==> config.mk <==
export PLATFORM = sky130hd
export DESIGN_NAME = psram_opi_resp
export DESIGN_NICKNAME = d
export VERILOG_FILES = /design/src/rtl/psram_opi_resp_pkg.sv /design/src/rtl/psram_opi_resp_edge_det.sv /design/src/rtl/psram_opi_resp.sv
export SDC_FILE = /design/constraint.sdc
export NUM_CORES = 1
export LEC_CHECK = 0
export BUFFER_PORTS_ARGS = -buffer_cell sky130_fd_sc_hd__buf_2
export CAP_MARGIN = 15
export CORE_MARGIN = 2
export CORE_UTILIZATION = 40
export CTS_CLUSTER_DIAMETER = 40
export CTS_CLUSTER_SIZE = 30
export DETAILED_ROUTE_END_ITERATION = 6
export GPL_TIMING_DRIVEN = 0
export PLACE_DENSITY_LB_ADDON = 0.1
export SYNTH_ARGS = -nofsm -noshare
export SYNTH_HDL_FRONTEND = slang
export SYNTH_HIERARCHICAL = 1
export SYNTH_SLANG_ARGS = --single-unit
export TNS_END_PERCENT = 5
==> constraint.sdc <==
create_clock -name clk_i -period 2.5 [get_ports clk_i]
set_input_delay 0.25 -clock clk_i [delete_from_list [all_inputs] [get_ports clk_i]]
set_output_delay 0.25 -clock clk_i [all_outputs]
set_load 0.05 [all_outputs]
==> src/rtl/psram_opi_resp_pkg.sv <==
// Shared definitions for the OPI PSRAM register-space responder:
// FSM encoding, default opcodes, ID constants and the read-latency helper.
package psram_opi_resp_pkg;

    typedef enum logic [2:0] {
        PSRAM_RESP_IDLE,
        PSRAM_RESP_CMD,
        PSRAM_RESP_ADDR,
        PSRAM_RESP_WDATA,
        PSRAM_RESP_LAT,
        PSRAM_RESP_RDATA,
        PSRAM_RESP_IGNORE
    } psram_resp_state_e;

    localparam logic [7:0] PSRAM_RESP_CMD_MRW   = 8'hC0;
    localparam logic [7:0] PSRAM_RESP_CMD_MRR   = 8'h40;
    localparam logic [7:0] PSRAM_RESP_VENDOR_ID = 8'h0D;
    localparam logic [7:0] PSRAM_RESP_DEVICE_ID = 8'h8D;
    localparam logic [3:0] PSRAM_RESP_CNT_MAX   = 4'hF;

    // Latency in SCK edges: two edges per clock of the MR0[5:3] code plus 3.
    function automatic logic [4:0] psram_resp_lat_edges(input logic [2:0] code);
        return {({1'b0, code} + 4'd3), 1'b0};
    endfunction

endpackage

==> src/rtl/psram_opi_resp_edge_det.sv <==
// Input synchroniser for the responder: registers sck/ce/dq once and
// flags each SCK transition (both edges, DDR) in the cycle it is seen.
module psram_resp_edge_det (
    input  logic       clk_i,
    input  logic       rst_i,
    input  logic       sck_i,
    input  logic       ce_i,
    input  logic [7:0] dq_i,
    output logic       edge_o,
    output logic       ce_low_o,
    output logic [7:0] byte_o
);

    logic       sck_q;
    logic       sck_prev;
    logic       ce_q;
    logic [7:0] dq_q;

    always_ff @(posedge clk_i or posedge rst_i) begin
        if (rst_i) begin
            sck_q    <= 1'b0;
            sck_prev <= 1'b0;
            ce_q     <= 1'b1;
            dq_q     <= 8'h00;
        end else begin
            sck_q    <= sck_i;
            sck_prev <= sck_q;
            ce_q     <= ce_i;
            dq_q     <= dq_i;
        end
    end

    assign edge_o   = sck_q != sck_prev;
    assign ce_low_o = ~ce_q;
    assign byte_o   = dq_q;

endmodule

==> src/rtl/psram_opi_resp.sv <==
// OPI PSRAM mode-register responder: decodes DDR MRW/MRR frames and drives
// DQ/DQS back after the MR0-programmed latency. Option: PSRAM_RESP_ID_REG_EN.
//
// state  | meaning
// IDLE   | CE high, waiting for a frame
// CMD    | capturing the two command bytes
// ADDR   | four address bytes, MA taken from the last one
// WDATA  | waiting for the MRW data byte
// LAT    | counting read-latency edges
// RDATA  | driving MR[MA] on DQ with a toggling DQS
// IGNORE | frame finished or rejected, waiting for CE high
module psram_opi_resp
    import psram_opi_resp_pkg::*;
#(
    parameter int         MR_NUM  = 8,
    parameter logic [7:0] CMD_MRW = PSRAM_RESP_CMD_MRW,
    parameter logic [7:0] CMD_MRR = PSRAM_RESP_CMD_MRR
) (
    input  logic       clk_i,
    input  logic       rst_i,
    input  logic       psram_sck_i,
    input  logic       psram_ce_i,
    input  logic [7:0] psram_io_in_i,
    output logic [7:0] psram_io_out_o,
    output logic [7:0] psram_io_en_o,
    output logic       psram_dqs_out_o,
    output logic       psram_dqs_en_o,
    output logic       wr_done_o,
    output logic       err_o
);

    localparam int         MA_W     = (MR_NUM > 1) ? $clog2(MR_NUM) : 1;
    localparam logic [7:0] MR_LIMIT = 8'(MR_NUM);

    logic       sck_edge;
    logic       ce_low;
    logic [7:0] rx_byte;

    psram_resp_edge_det u_edge_det (
        .clk_i    (clk_i),
        .rst_i    (rst_i),
        .sck_i    (psram_sck_i),
        .ce_i     (psram_ce_i),
        .dq_i     (psram_io_in_i),
        .edge_o   (sck_edge),
        .ce_low_o (ce_low),
        .byte_o   (rx_byte)
    );

    psram_resp_state_e state, state_n;
    logic [3:0] cnt, cnt_n;
    logic [7:0] cmd0, cmd0_n;
    logic       is_wr, is_wr_n;
    logic [7:0] ma, ma_n;
    logic       dqs, dqs_n;
    logic       wr_done_n, err_n;
    logic       mr_we;
    logic [7:0] mr [MR_NUM];
    logic [7:0] mr_rd;
    logic [4:0] lat;
    logic       lat_done;
    logic       ma_ok;
    logic       ma_wr_ok;

    assign ma_ok = ma < MR_LIMIT;
`ifdef PSRAM_RESP_ID_REG_EN
    assign ma_wr_ok = ma_ok && (ma != 8'd1) && (ma != 8'd2);
`else
    assign ma_wr_ok = ma_ok;
`endif

    always_comb begin
        mr_rd = 8'h00;
        if (ma_ok) begin
            mr_rd = mr[ma[MA_W-1:0]];
        end
`ifdef PSRAM_RESP_ID_REG_EN
        if (ma == 8'd1) begin
            mr_rd = PSRAM_RESP_VENDOR_ID;
        end
        if (ma == 8'd2) begin
            mr_rd = PSRAM_RESP_DEVICE_ID;
        end
`endif
    end

    // Codes above 5 exceed what the saturating counter can reach; they clamp to 16 edges.
    assign lat      = psram_resp_lat_edges(mr[0][5:3]);
    assign lat_done = ({1'b0, cnt} == (lat - 5'd1)) || (cnt == PSRAM_RESP_CNT_MAX);

    always_comb begin
        state_n   = state;
        cmd0_n    = cmd0;
        is_wr_n   = is_wr;
        ma_n      = ma;
        dqs_n     = 1'b0;
        wr_done_n = 1'b0;
        err_n     = 1'b0;
        mr_we     = 1'b0;
        if (!ce_low) begin
            state_n = PSRAM_RESP_IDLE;
        end else begin
            case (state)
                PSRAM_RESP_IDLE: state_n = PSRAM_RESP_CMD;
                PSRAM_RESP_CMD: begin
                    if (sck_edge) begin
                        if (cnt == 4'd0) begin
                            cmd0_n = rx_byte;
                        end else if (rx_byte != cmd0 ||
                                     (rx_byte != CMD_MRW && rx_byte != CMD_MRR)) begin
                            state_n = PSRAM_RESP_IGNORE;
                            err_n   = 1'b1;
                        end else begin
                            is_wr_n = rx_byte == CMD_MRW;
                            state_n = PSRAM_RESP_ADDR;
                        end
                    end
                end
                PSRAM_RESP_ADDR: begin
                    if (sck_edge && cnt == 4'd3) begin
                        ma_n    = rx_byte;
                        state_n = is_wr ? PSRAM_RESP_WDATA : PSRAM_RESP_LAT;
                    end
                end
                PSRAM_RESP_WDATA: begin
                    if (sck_edge) begin
                        state_n = PSRAM_RESP_IGNORE;
                        if (ma_ok) begin
                            mr_we     = ma_wr_ok;
                            wr_done_n = 1'b1;
                        end else begin
                            err_n = 1'b1;
                        end
                    end
                end
                PSRAM_RESP_LAT: begin
                    if (sck_edge && lat_done) begin
                        state_n = PSRAM_RESP_RDATA;
                    end
                end
                PSRAM_RESP_RDATA: dqs_n = sck_edge ? ~dqs : dqs;
                PSRAM_RESP_IGNORE: state_n = PSRAM_RESP_IGNORE;
                default: state_n = PSRAM_RESP_IDLE;
            endcase
        end
        if (state_n != state) begin
            cnt_n = 4'd0;
        end else if (sck_edge && cnt != PSRAM_RESP_CNT_MAX) begin
            cnt_n = cnt + 4'd1;
        end else begin
            cnt_n = cnt;
        end
    end

    always_ff @(posedge clk_i or posedge rst_i) begin
        if (rst_i) begin
            state     <= PSRAM_RESP_IDLE;
            cnt       <= 4'd0;
            cmd0      <= 8'h00;
            is_wr     <= 1'b0;
            ma        <= 8'h00;
            dqs       <= 1'b0;
            wr_done_o <= 1'b0;
            err_o     <= 1'b0;
        end else begin
            state     <= state_n;
            cnt       <= cnt_n;
            cmd0      <= cmd0_n;
            is_wr     <= is_wr_n;
            ma        <= ma_n;
            dqs       <= dqs_n;
            wr_done_o <= wr_done_n;
            err_o     <= err_n;
        end
    end

    always_ff @(posedge clk_i or posedge rst_i) begin
        if (rst_i) begin
            for (int i = 0; i < MR_NUM; i++) begin
                mr[i] <= 8'h00;
            end
        end else if (mr_we) begin
            mr[ma[MA_W-1:0]] <= rx_byte;
        end
    end

    assign psram_io_out_o  = (state == PSRAM_RESP_RDATA) ? mr_rd : 8'h00;
    assign psram_io_en_o   = (state == PSRAM_RESP_RDATA) ? 8'hFF : 8'h00;
    assign psram_dqs_en_o  = state == PSRAM_RESP_RDATA;
    assign psram_dqs_out_o = dqs;

endmodule

==> results of run 1 <==
## through the flow
step | instance area, um^2 | instances
after floorplan | 4930 | 394
after global placement | 5270 | 572
after detailed placement | 5310 | 574
after CTS | 5690 | 592
after global routing | 5730 | 596
final | 5730 | 596
## cell families after synthesis
group	count (synthesis)	synth area share
muxes	100	0.239
adders and majority gates	4	0.0103
AOI/OAI and AO/OA	53	0.0737
DFF	102	0.524
xor gates and xnor gates	7	0.0126
buffers and inverters	44	0.0411
and+or+nand+nor	84	0.0989
## synthesized netlist by cell type, types with 3 or more instances
cell type,n
nor3_1,4
buf_1,3
nand2_1,20
buf_4,8
xnor2_1,4
nand3_1,9
nand3b_1,3
mux2_2,90
o21ai_0,10
xor2_1,3
o211ai_1,5
nand4_1,4
nand2b_1,5
mux4_2,4
o22ai_1,9
a211oi_1,5
nor2_2,3
o221ai_1,3
nor3b_1,3
a21oi_1,7
nor2b_1,4
mux2i_1,6
dfrtp_1,101
nor2_1,11
inv_1,11
buf_2,4
clkbuf_1,18
ha_1,4
## what timing repair did
item,CTS,global route
setup buffers,2,4
gates resized for setup,33,5
endpoints found under the setup margin,64,62
pin swaps,3,1
cloned,0,0
hold buffers,2,0
hold endpoints to repair,25,0
## layer usage
metal  up-vias  part of all wire
met3         8             0.031
li1       1518                 -
met1      1698              0.47
met4         0            0.0085
met2        48              0.49
met5         -                 0
## worst paths after layout
| path | start | end | slack [ns] | cells past startpoint |
|---|---|---|---|---|
| setup / recovery | ma[1] | psram_io_out_o[4] | 0.08 | 5 |
| hold / removal | psram_io_in_i[2] | u_edge_det/byte_o[2] | 0.01 | 1 |
| setup reg to reg | u_edge_det/sck_q | mr[46] | 0.09 | 7 |
| hold reg to reg | u_edge_det/sck_q | u_edge_det/sck_prev | 0.44 | 0 |
| max in group asynchronous | rst_i | ma[2] | 1.27 | 5 |
| min in group asynchronous | rst_i | cmd0[4] | 0.44 | 3 |
## layout make-up
class                      count  area (um^2)  area share
tap                          147          184      0.0321
buffer                        31          171      0.0299
sequential                   102         2550       0.446
clock inverter                 4         22.5     0.00393
multi-input combinational    248         2220       0.387
timing repair buffer          41          288      0.0502
inverter                      11         45.0     0.00786
clock buffer                  12          246      0.0430
## power breakdown
group	switching (uW)	internal, uW
clock	586	698
combinational	582	489
sequential	127	1820
total	1290	3000
## sequential cells by signal (all words and copies together) (netlist names)
register and cells:
cmd0 8, u_edge_det/sck_q 1, state 3, psram_dqs_out_o 1
ma 8, cnt 4, u_edge_det/ce_q 1, is_wr 1
mr 64, u_edge_det/byte_o 8, err_o 1, wr_done_o 1
u_edge_det/sck_prev 1
==> results.cfg, run 1 <==
[run_status]
status = finished clean

[cells_and_area]
nFillCells = 1084
layout_commonest_cell = dfrtp_1
final_nets = 460
drive_above_1_share = 0.412
diodes = 0
post-route-util = 0.479
final_cell_mix = dfrtp_1 (100), mux2_2 (90), buf_2 (30)
areaGrowthSynthToFinish_pct = 17.7

[power_and_ir_drop]
ir_worst_vdd_uv = 403
power_uw = 4300
p_leak_uw = 0.00266
powerDensity_nw_per_um2 = 750

[logic_synthesis]
synth_cells = 394
avgSynthCellArea_um2 = 12.4
synth_edf_count = 0
ys.flop_type = dfrtp_1
synth_top_area_share = 0.519
syn-num-nets = 410
synth_area_leader_cell = dfrtp_1
synthTopCellsByArea = dfrtp_1 (52%), mux2_2 (21%), mux4_2 (1.8%), nand2_1 (1.5%), clkbuf_1 (1.4%)
ys_warn_count = 6
ys_ff_latch = 102
synthArstFlopShare = 1.00
synth_cell_types = 55
netlist_area_um2 = 4870
seq_area_frac_synth = 0.524

[die]
core_um2 = 12000
die_x_um = 114
rows = 40
die_y_um = 114
dieArea_um2 = 13100
start_util = 0.407
io_pins = 32

[critical_path]
critPathCaptureType = output port
cp_slowest_cell = dfrtp_1
required_ns = 2.25
critPathTopFamily = buffers and inverters
critPathMaxFanout = 10
cp-start-kind = flip-flop
path_buf_inv = 3
setup.worst_path.class = reg -> out
critical-path-max-stage-delay_ns = 0.49
cp.arrival_ns = 2.17
crit_chain = clkbuf_1 -> clkbuf_4 -> nor2_1 -> a211oi_4 -> buf_6

[clocking]
clock_latency_ns = 0.34
cts_buffers = 9
root_buffer = clkbuf_16
cts_sinks = 102
clk_path_buf_depth = 2
cts_tree = yes
clkSlewWorstSetupHoldPaths_ns = 0.06
htree_levels = 3

[drt]
vias_per_cell = 5.49
drt_wl_total_mm = 11.1
final_antenna_net_count = 0
dr.pass1.iters = 4
vias = 3272
wire_per_inst_um = 18.6
drt_iter0_drc = 162
drc = 0

[timing]
rsz0062_at_grt = yes
slew_viol_final = 0
setup_slack_ns = 0.0791
max_slew_margin = 0.574
tightest_slew_ns = 0.636
tns_ns = 0
timing.final.crit_share = 0.968
finalSetupViolCount = 0
max_freq_ghz = 0.413
hold_violations = 0
hold_ws_ns = 0.0114
min_period_ns = 2.42
skew_ns = 0.00632

[global_route]
grt-ovfl-total = 0
grt-busiest-layer = met2
track_usage = 0.184
met2_usage = 0.300
grtUsageMet3 = 0.0302
grt_pass1_vias = 3371
grt_pass1_wl_mm = 18.2
antenna_found_initial = 0
grtUsageMet1 = 0.253
grt_start_max_net_pins = 41

[hold_path]
hp-class = in -> reg

[placement]
port_buffers = 31
dp_hpwl_mm = 7.76
gp_congestion = 0.803
place_ws_ns = -0.360

[flow_run]
cap_violations = 0
Note: power is estimated with default switching activity, not from simulation.
==> run 2, diff against run 1 <==
- GPL_TIMING_DRIVEN: 0 -> 1
==> run 2 against run 1 <==
Compared with the run above:
- core utilization down 0.25 points
- sequential power about the same
- fmax up 2.6%
- final area down 0.52%
- worst hold slack better by 0.0010 ns
- critical path depth up 2
- clock power up 14%
- worst setup slack better by 0.061 ns
- combinational power down 4%
- first-iteration DRC count down 31%
- die area unchanged
==> results.cfg, run 2 (synthesized netlist as in run 1, its figures left out) <==
[run_status]
status = finished clean

[cells_and_area]
layoutNonFillerInstCount = 585
areaGrowthSynthToFinish_pct = 17.1
nFillCells = 1109
post-route-util = 0.477
diodes = 0
regMostFlops = mr
drive_above_1_share = 0.402
largest_reg_flops = 64
final_cell_mix = dfrtp_1 (101), mux2_2 (90), buf_2 (27)
layout_commonest_cell = dfrtp_1
final_nets = 449

[die]
io_pins = 32
dieArea_um2 = 13100
core_um2 = 12000
start_util = 0.407
die_x_um = 114
rows = 40
die_y_um = 114

[global_route]
grt_pass1_vias = 3347
grt_start_max_net_pins = 79
grt_pass1_wl_mm = 17.8
antenna_found_initial = 0
track_usage = 0.179
grt-ovfl-total = 0

[critical_path]
rr_startpoint = u_edge_det/sck_q
cp.arrival_ns = 2.11
r2r-end = mr[63]
required_ns = 2.25
critPathMaxFanout = 11
endpoint = psram_io_out_o[5]
crit_chain = nor2b_1 -> and2_4 -> nor2b_1 -> buf_4 -> o21ai_0 -> a211oi_4 -> buf_4
critical-path-max-stage-delay_ns = 0.42
cp-start-kind = flip-flop
critPathTopFamily = simple AND/OR/NAND/NOR gates
cp.depth = 7
setup.worst_path.class = reg -> out
path_buf_inv = 2
cp_slowest_cell = dfrtp_1
worst_r2r_path_depth = 7
critPathCaptureType = output port
cp-startpoint = state[1]
reg2reg_slack_ns = 0.17

[hold_path]
hp-class = in -> reg

[power_and_ir_drop]
comb_power_share = 0.231
swShare = 0.300
ir_worst_vdd_uv = 437
seqPwrFrac = 0.441
clkPwrFrac = 0.328
p_int_uw = 3110
switchingPower_uw = 1330
powerDensity_nw_per_um2 = 779
p_leak_uw = 0.00264

[timing]
timing.final.crit_share = 0.944
skew_ns = 0.00603
hold_violations = 0
min_period_ns = 2.36
finalSetupViolCount = 0
rsz0062_at_grt = no
max_freq_ghz = 0.424
tightest_slew_ns = 0.501
max_slew_margin = 0.662
tns_ns = 0
hold_ws_ns = 0.0124
slew_viol_final = 0

[drt]
wire_per_inst_um = 18.4
final_antenna_net_count = 0
drt_wl_total_mm = 10.7
vias_per_cell = 5.50
vias = 3217
drc = 0
drt_iter0_drc = 111
dr.pass1.iters = 4

[clocking]
htree_levels = 3
cts_sinks = 102
root_buffer = clkbuf_16
clock_latency_ns = 0.35
clk_path_buf_depth = 2
clkSlewWorstSetupHoldPaths_ns = 0.07
cts_buffers = 9
cts_tree = yes

[placement]
dp.cells = 559
port_buffers = 31
dp_hpwl_mm = 7.43
gp_congestion = 0.782

[flow_run]
cap_violations = 0
==> run 2: changes by cell type in the layout (fill, tap and decap cells not counted), moves of 4 or more <==
cell | previous run | this run
clkbuf_1 | 15 | 0
dlygate4sd3_1 | 2 | 9
buf_6 | 4 | 0
o21ai_0 | 6 | 10
==> run 2: power groups by stage <==
stage / registers, uW / logic, uW / clock network [uW]
2_1_floorplan: 1940 / 829 / 0
3_3_place_gp: 1990 / 1000 / 0
3_5_place_dp: 1990 / 1020 / 0
4_1_cts: 1960 / 1040 / 1500
5_1_grt: 1990 / 1130 / 1570
6_report: 1960 / 1030 / 1460
==> run 2: cell type report <==
class / count / area [um^2] / area share
timing repair buffer: 61 / 438 / 0.0768
sequential: 102 / 2550 / 0.448
clock inverter: 5 / 57.6 / 0.0101
inverter: 11 / 45.0 / 0.00790
multi-input combinational: 248 / 2170 / 0.381
tap: 147 / 184 / 0.0323
clock buffer: 11 / 253 / 0.0443
==> run 2: timing repair <==
action / 4_1_cts / 5_1_grt
buffers inserted: 0 / 1
hold buffers: 8 / 1
endpoints found under the hold margin: 30 / 1
endpoints found under the setup margin: 0 / 12
resized for setup: 0 / 5
==> run 2: routing by layer <==
metal	vias to the layer above	GRT usage	wire length, um
met4	0	0.0772	251
met1	1662	0.247	5120
met5	-	0	0
met3	17	0.0275	278
met2	43	0.284	5080
li1	1495	-	-
==> run 2: stage by stage <==
stage / setup slack (ns) / power, uW / area, um^2
CTS: 0.0468 / 4490 / 5660
global placement: 0.107 / 2990 / 5270
detailed placement: 0.0682 / 3010 / 5270
finish: 0.140 / 4440 / 5700
global route: 0.000977 / 4680 / 5700
floorplan: 0.0402 / 2760 / 4930
==> run 2: worst min-delay path by stage <==
| stage | start | end | slack (ns) | cells past startpoint |
|---|---|---|---|---|
| final | psram_io_in_i[4] | u_edge_det/byte_o[4] | 0.01 | 1 |
| after global routing | psram_io_in_i[4] | u_edge_det/byte_o[4] | 0.003 | 1 |
| after CTS | psram_io_in_i[4] | u_edge_det/byte_o[4] | 0.003 | 1 |
| after detailed placement | rst_i | cmd0[7] | 0.26 | 2 |
| after global placement | rst_i | cmd0[7] | 0.25 | 2 |
| after floorplan | rst_i | u_edge_det/byte_o[0] | 0.10 | 1 |
==> run 3, diff against run 2 <==
- BUFFER_PORTS_ARGS: -buffer_cell sky130_fd_sc_hd__buf_2 -> -buffer_cell sky130_fd_sc_hd__buf_4
- CAP_MARGIN: 15 -> 40
==> run 3 against run 2 <==
Compared with the run above:
- final cell count grew 0.17%
- fmax shrank 1.8%
- flip-flop and latch count is the same
- worst setup slack lost 0.044 ns
- non-clock buffer count grew 1
- sequential power is essentially flat
- core utilization grew 0.65 points
- register-to-register slack gained 0.04 ns
- die area is the same
- critical path type unchanged
- largest cell class unchanged
- largest power group unchanged
==> results.cfg, run 3 (synthesized netlist as in run 1, its figures left out) <==
[placement]
port_buffers = 31
dp_hpwl_mm = 7.83
place_ws_ns = 0.0869
gp_congestion = 0.766

[timing]
tightest_slew_ns = 0.581
timing.final.crit_share = 0.962
skew_ns = 0.00556
min_period_ns = 2.40
rsz0062_at_grt = yes
max_freq_ghz = 0.416
max_slew_margin = 0.612
finalSetupViolCount = 0
hold_violations = 0
slew_viol_final = 0
setup_slack_ns = 0.0952
tns_ns = 0
hold_ws_ns = 0.00901

[drt]
final_antenna_net_count = 0
vias = 3234
drc = 0
wire_per_inst_um = 19.3
drt_wl_total_mm = 11.3
drt_iter0_drc = 194
vias_per_cell = 5.52
dr.pass1.iters = 5

[critical_path]
critical-path-max-stage-delay_ns = 0.44
r2r-end = mr[16]
rr_startpoint = ma[7]
cp-start-kind = flip-flop
critPathTopFamily = simple AND/OR/NAND/NOR gates
critPathMaxFanout = 11
cp.arrival_ns = 2.15
crit_chain = nor2b_2 -> and2_4 -> nor2b_1 -> buf_4 -> o21ai_0 -> a211oi_4 -> buf_6
required_ns = 2.25
reg2reg_slack_ns = 0.21
worst_r2r_path_depth = 6
path_buf_inv = 2
cp_slowest_cell = dfrtp_2
critPathCaptureType = output port
setup.worst_path.class = reg -> out

[cells_and_area]
drive_above_1_share = 0.410
final_nets = 450
largest_reg_flops = 64
multi_input_area_um2 = 2180
final_cell_mix = dfrtp_1 (98), mux2_2 (90), buf_4 (50)
register_area_um2 = 2560
nFillCells = 1076
diodes = 0
layout_commonest_cell = dfrtp_1
areaGrowthSynthToFinish_pct = 18.7
regMostFlops = mr

[die]
start_util = 0.407
io_pins = 32
die_x_um = 114
dieArea_um2 = 13100
die_y_um = 114
core_um2 = 12000
rows = 40

[hold_path]
whs_path_depth = 1
hold_path_end = u_edge_det/byte_o[4]
hp-class = in -> reg
hp-start = psram_io_in_i[4]

[clocking]
clk_path_buf_depth = 2
cts_sinks = 102
htree_levels = 3
cts_buffers = 9
root_buffer = clkbuf_16
cts_tree = yes
clock_latency_ns = 0.36
clkSlewWorstSetupHoldPaths_ns = 0.07
cts_setup_buffers = 0

[power_and_ir_drop]
swShare = 0.306
switchingPower_uw = 1370
clkPwrFrac = 0.324
seqPwrFrac = 0.440
ir_worst_vdd_uv = 320
p_leak_uw = 0.00266
powerDensity_nw_per_um2 = 777
p_int_uw = 3120
comb_power_share = 0.236

[global_route]
grt-ovfl-total = 0
grt_pass1_vias = 3362
antenna_found_initial = 0
grt_pass1_wl_mm = 18.7
grt_start_max_net_pins = 53
track_usage = 0.192

[run_status]
status = finished clean

[flow_run]
cap_violations = 0
[run 3: cell count changes in the layout (fill, tap and decap cells not counted), moves of 2 or more]
| cell | before | now |
|---|---|---|
| clkbuf_4 | 3 | 0 |
| clkinvlp_4 | 4 | 2 |
| buf_2 | 27 | 0 |
| dfrtp_1 | 101 | 98 |
| dfrtp_2 | 0 | 3 |
| buf_4 | 20 | 50 |
| inv_6 | 0 | 2 |
[run 3: layout make-up]
class	instances	share of cell area
tap	147	0.0318
timing repair buffer	62	0.0877
inverter	11	0.00779
multi-input combinational	248	0.377
clock buffer	10	0.0413
clock inverter	6	0.0119
sequential	102	0.442
[run 3: power groups by stage]
stage | combinational [uW] | sequential (uW) | clock, uW
global placement | 1030 | 2000 | 0
detailed placement | 1050 | 2000 | 0
CTS | 1060 | 1970 | 1490
global route | 1160 | 2000 | 1560
floorplan | 829 | 1940 | 0
finish | 1060 | 1980 | 1460
[run 3: worst max-delay path by stage]
stage                                 from                 to  slack (ns)  cells after the start
final                             state[0]  psram_io_out_o[5]         0.1                      7
after global routing                 ma[2]  psram_io_out_o[0]       -0.02                      6
after CTS                            ma[1]  psram_io_out_o[0]        0.01                      5
after detailed placement  u_edge_det/sck_q             mr[10]        0.09                      6
after global placement    u_edge_det/sck_q             mr[13]        0.12                      6
after floorplan                   state[1]  psram_io_out_o[5]        0.04                      6
[run 3: stage by stage]
stage,utilization,instance area [um^2],power [uW],std cells
5_1_grt,0.483,5780,4720,586
6_report,0.483,5780,4490,586
3_5_place_dp,0.448,5360,3050,560
2_1_floorplan,-,4930,2760,394
3_3_place_gp,0.448,5360,3030,560
4_1_cts,0.482,5770,4530,586
[run 3: layer usage]
layer | up-vias | part of all wire | wire (um) | global-route usage
li1 | 1505 | - | - | -
met5 | - | 0 | 0 | 0
met1 | 1661 | 0.47 | 5300 | 0.273
met2 | 49 | 0.48 | 5410 | 0.297
met4 | 0 | 0.021 | 236 | 0.0780
met3 | 19 | 0.031 | 354 | 0.0281
[run 3: what timing repair did]
item / CTS / global route
resized for setup: 2 / 4
pin swaps: 0 / 1
setup endpoints to repair: 2 / 11
endpoints found under the hold margin: 39 / 0
hold buffers: 10 / 0
